--- src/rtl/seq_multiplier_4bit.sv ---
// Unsigned N x N shift-and-add sequential multiplier with a 2N-bit product.
// One start pulse captures both operands; the result appears N+1 edges later.
module seq_multiplier_4bit #(
  parameter int unsigned N = 4
) (
  input  logic             clk_i,
  input  logic             reset_i,
  input  logic [N-1:0]     multplcnd_i,
  input  logic [N-1:0]     multplr_i,
  input  logic             mul_enable_i,
  output logic [2*N-1:0]   product_o
);

  localparam int unsigned CNT_W = $clog2(N + 1);

  typedef enum logic [1:0] {
    IDLE = 2'd0,
    BUSY = 2'd1,
    DONE = 2'd2
  } state_t;

  state_t           state_q, state_d;
  logic [N:0]       acc_q, acc_d;
  logic [N:0]       sum;
  logic [N-1:0]     mcand_q, mcand_d;
  logic [N-1:0]     mplr_q, mplr_d;
  logic [CNT_W-1:0] count_q, count_d;
  logic [2*N-1:0]   product_d;

  // State and datapath registers
  always_ff @(posedge clk_i or negedge reset_i) begin
    if (!reset_i) begin
      state_q   <= IDLE;
      acc_q     <= '0;
      mcand_q   <= '0;
      mplr_q    <= '0;
      count_q   <= '0;
      product_o <= '0;
    end else begin
      state_q   <= state_d;
      acc_q     <= acc_d;
      mcand_q   <= mcand_d;
      mplr_q    <= mplr_d;
      count_q   <= count_d;
      product_o <= product_d;
    end
  end

  // Next-state and datapath update
  always_comb begin
    state_d   = state_q;
    acc_d     = acc_q;
    mcand_d   = mcand_q;
    mplr_d    = mplr_q;
    count_d   = count_q;
    product_d = product_o;
    sum       = acc_q;

    case (state_q)
      IDLE: begin
        if (mul_enable_i) begin
          mcand_d = multplcnd_i;
          mplr_d  = multplr_i;
          acc_d   = '0;
          count_d = '0;
          state_d = BUSY;
        end
      end
      BUSY: begin
        // Carry bit of sum is kept so that the maximum product does not overflow
        if (mplr_q[0]) begin
          sum = {1'b0, acc_q[N-1:0]} + {1'b0, mcand_q};
        end
        mplr_d  = {sum[0], mplr_q[N-1:1]};
        acc_d   = {1'b0, sum[N:1]};
        count_d = count_q + CNT_W'(1);
        if (count_q == CNT_W'(N - 1)) begin
          state_d = DONE;
        end
      end
      DONE: begin
        product_d = {acc_q[N-1:0], mplr_q};
        state_d   = IDLE;
      end
      default: begin
        state_d = IDLE;
      end
    endcase
  end

endmodule

--- config.mk ---
export PLATFORM = sky130hd
export DESIGN_NAME = seq_multiplier_4bit
export DESIGN_NICKNAME = d
export VERILOG_FILES = /design/src/rtl/seq_multiplier_4bit.sv
export SDC_FILE = /design/constraint.sdc
export NUM_CORES = 1
export LEC_CHECK = 0
export ABC_AREA = 1
export CAP_MARGIN = 20
export CORE_MARGIN = 4
export CORE_UTILIZATION = 45
export DETAILED_ROUTE_END_ITERATION = 10
export HOLD_SLACK_MARGIN = 0.03
export PLACE_DENSITY = 0.76
export REMOVE_ABC_BUFFERS = 1
export SYNTH_ARGS = -nofsm -noshare
export SYNTH_HDL_FRONTEND = slang
export SYNTH_SLANG_ARGS = --single-unit
export TNS_END_PERCENT = 100
--- constraint.sdc ---
create_clock -name clk_i -period 1.3 [get_ports clk_i]
set_input_delay 0.13 -clock clk_i [delete_from_list [all_inputs] [get_ports clk_i]]
set_output_delay 0.13 -clock clk_i [all_outputs]
set_load 0.05 [all_outputs]
## Yosys cells after proc, flatten, opt, wreduce, memory -nomap -nowiden

Index checks and enable logic that the tools add are counted.

| cells by class | value |
|---|---|
| add/sub/neg operators | 2 |
| equal/unequal tests | 5 |
| muxes and demuxes | 10 |
| reduce and logical (&&, ||, !) cells | 5 |

Operators with widths:

| kind | count |
|---|---|
| $mux 5 | 2 |
| $pmux 5 s2 | 1 |
| $pmux 4 s2 | 1 |
| $pmux 3 s2 | 1 |
| $reduce_and 2->1 | 3 |
| $add 4x4->5 | 1 |
| $mux 2 | 2 |
| $mux 4 | 1 |
| $ne 2x2->1 const B | 2 |
| $pmux 2 s2 | 1 |
| $add 3x1->3 const B | 1 |
| $eq 3x2->1 const B | 1 |
| $mux 3 | 1 |
| $eq 2x1->1 const B | 1 |
| $eq 2x2->1 const B | 1 |
| $logic_not 2->1 | 1 |
| $reduce_bool 2->1 | 1 |

| word-level totals | value |
|---|---|
| flip-flop bits (word level) | 26 |
| input bits | 11 |
| output and inout port bits | 8 |

## Logic depth before layout (Yosys ltp)

| depth | value |
|---|---|
| word-level depth | 3 |
| mapped depth | 7 |
| depth with buffers taken out | 7 |

## Least setup slack after synthesis

No wires, ideal clock.

| timing | value |
|---|---|
| path kind | reg2reg |
| start | register acc_q[0] |
| end | register acc_q[0] |
| setup time | 83 ps |
| arrival | 1289 ps |
| required time | 1217 ps |
| path slack | -71 ps |
| cell stages (with the launch flop) | 7 |
| buffers on the path | 0 |
| cell sequence | dfrtp_1 ha_1 inv_1 fa_1 a21oi_2 o21ai_1 o21ai_0 |

| between the ends | value |
|---|---|
| cells in the longest elaborated chain, start to end | 3 |

RTL lines:

| item | RTL line | source |
|---|---|---|
| from (decl) | 23 | `logic [N:0] acc_q, acc_d;` |
| from (signal assigned) | 34 | `acc_q <= '0;` |
| from (signal assigned) | 41 | `acc_q <= acc_d;` |
| $add 4x4->5 | 72 | `sum = {1'b0, acc_q[N-1:0]} + {1'b0, mcand_q};` |
| $mux 5 | 71 | `if (mplr_q[0]) begin` |
| $pmux 5 s2 | 59 | `case (state_q)` |

No other way between the ends.
A chain may end at the register's enable or synchronous reset.

## Worst setup path after layout

Ends and elaborated chain as after synthesis.

==> impl_results.md <==
* # diodes at 0
* Final setup fails at 3
* Routed WL at 2.49 mm
* Root Driver: clkbuf_4
* Power Density at 2660 nW/µm²
* CTS buffer count at 3
* Row count at 18
* FF+latch area at 626 µm²
* Per-cell routed wire length at 13.5 µm
* Final HPWL DP at 1.80 mm
* Via count at 975
* Area Growth Syn to Fin at 32.4%
* Core area at 2520 µm²
* Failing checks: negative setup slack
* RSZ-0062 raised after global routing: yes
* Endpoints failing hold at 0
* CTS H-Tree Depth at 1
* NetSw at 1.88 mW
* CTS clock-pin slew for the worst setup and hold paths at 0.14 ns
* Layout cell share with drive strength beyond 1 at 26.5%
* Routability cong. at 0.861
* Comb pwr share at 58.8%
* Full die area at 3590 µm²
* Non-Filler Instances at 185
* Crit-path max FO at 2
* Gr usage total at 15.6%
* Worst-Margin Slew at 0.319 ns
* Post-synthesis cell area at 1210 µm²
* Area of the multi-input gates at 528 µm²
* Clk_skew at 0.00270 ns
* Largest net degree at the start of global routing at 26
* Vias/cell at 5.27
* Pre-CTS setup slack at -0.185 ns
* Final Total Pwr at 4.27 mW
* Clock latency at the later pin of the worst-skew pair at 0.32 ns
* Share of the synthesized area in the top cell type at 51.5%
* Hold Slack at 0.141 ns
* Fin nets at 174
* Part of the cycle the worst path needs at 112%
* P_int at 2.39 mW
* Slew Viols, Final at 0
* Drt pass-1 iters at 4
* I/O pins at 19
* Tmin final at 1.46 ns
* Share of power burned in registers at 32.8%
* Initial antenna violation count at 0
* Pleak at 0.744 nW
* Drt drc at 0
* Die height at 59.9 µm
* Detail Route Antenna Nets at 0
* Input/output buffers at 18
* DRT iter0 DRCs at 16
* Final Worst Setup Slack at -0.156 ns
* Sw frac at 44.1%
* CP Class: reg -> reg
* Ys Warns at 0
* Post-synth top area cell: dfrtp_1
* Synthesized flop and latch total at 25
* Grt ovf at 0
* Post-Synthesis Cells at 129
* FILL cells at 201
* Seq/Total Area, Yosys at 51.5%
* Peak supply drop at 1.66 mV
* Flop2flop setup slack at -0.16 ns
* Post-Place Cells at 180
* Synth cell types at 20
* First-pass GRT wire length at 4.15 mm
* Most frequent cells in the layout: nand2_1, dfrtp_1, inv_1, o21ai_0, clkdlybuf4s50_1
* Critical Path Source Type: flop
* Total of max-cap violations at 0
* Vias in the first global route at 940
* Hold WC Path Type: in -> async
* CTS tree: done
* Area contributors post-synth: dfrtp_1, nand2_1, o21ai_0
* Setup crit end kind: flop
* Clock power share at 8.4%
* Starting Density at 48.1%
* Fmax at 0.687 GHz
* Slew margin rel. at 78.7%
* WP data required at 1.53 ns
* Outcome: finished with violations
* Critical Path AT at 1.68 ns
* Clk sinks at 25
* Die width at 59.9 µm
* Longest Clk Path Bufs at 2
* Synth Area per Inst at 9.41 µm²
[power by group through the flow]
stage / combinational, mW / sequential [mW] / clock, mW
floorplan: 1.15 / 1.66 / 0
global placement: 2.24 / 1.37 / 0
detailed placement: 2.33 / 1.39 / 0
CTS: 2.38 / 1.38 / 0.357
global route: 2.76 / 1.44 / 0.394
finish: 2.51 / 1.40 / 0.357
[synth_stat cells]
library cell	number
nand2_1	27
dfrtp_1	25
o21ai_0	17
inv_1	16
ha_1	6
nand3_1	6
a21oi_1	4
nor2_1	4
o21ai_1	4
o21ai_2	4
inv_2	3
mux2_2	3
a21oi_2	2
buf_6	2
a22o_2	1
buf_2	1
fa_1	1
nor2_4	1
o22ai_1	1
xnor2_1	1
[path summary, 6_finish.rpt]
check                                             from                  endpoint  cells past startpoint
worst max-delay path              acc_q[0]$_DFFE_PN0P_      acc_q[0]$_DFFE_PN0P_                      6
max in group asynchronous                      reset_i  product_o[5]$_DFFE_PN0N_                      2
min in group clk_i                      multplcnd_i[1]    mcand_q[1]$_DFFE_PN0P_                      3
worst min register to register  count_q[0]$_DFFE_PN0P_    count_q[0]$_DFFE_PN0P_                      1
worst max register to register    acc_q[0]$_DFFE_PN0P_      acc_q[0]$_DFFE_PN0P_                      6
worst min-delay path                           reset_i  product_o[3]$_DFFE_PN0N_                      2
[area by class of cell]
cell class                      count  share of cell area [%]
Clock inverter                      1                   0.312
Tap cell                           30                    2.34
Inverter                           19                    4.44
Multi-Input combinational cell     82                    32.9
Timing Repair Buffer               25                    19.7
Clock buffer                        3                    1.40
Sequential cell                    25                    38.9
[per-layer routing]
layer / GRT usage (%) / share of wire, %
met1: 19.5 / 41
met2: 26.9 / 52
met3: 3.24 / 5.5
met4: 4.75 / 1.3
met5: 0 / 0
[state kept, by name (all words and copies together) (netlist names)]
signal,flops
mcand_q,4
acc_q,4
mplr_q,4
state_q,2
product_o,8
count_q,3
[worst max-delay path, stage by stage, from the launching register on]
cell and delay [ns]:
dfrtp_1 0.38, ha_2 0.19, inv_2 0.05, fa_2 0.53
a21oi_2 0.05, o21ai_1 0.08, o21ai_1 0.08
[logic make-up after synthesis]
group,after synthesis,share of synthesized area (%)
DFF,25,51.5
xor gates and xnor gates,1,0.722
muxes,3,2.78
adders and majority gates,7,7.83
and+or+nand+nor,38,13.0
AOI/OAI and AO/OA,33,16.0
buffers and inverters,22,8.14
[through the flow]
| step | TNS (ns) | cell area, µm² | util, % |
|---|---|---|---|
| final | -0.281 | 1610 | 63.7 |
| after CTS | -0.480 | 1570 | 62.3 |
| after global routing | -0.582 | 1610 | 63.7 |
| after floorplan | -0.126 | 1190 | - |
| after global placement | -0.177 | 1530 | 60.6 |
| after detailed placement | -0.413 | 1530 | 60.6 |
[timing repair]
item                       in CTS  in global routing
hold buffers                    0                  0
buffers inserted                0                  1
setup endpoints to repair       4                  7
pin swaps                       1                  4
resized for setup               4                  9
No activity file was read; power rests on OpenSTA's default activity.
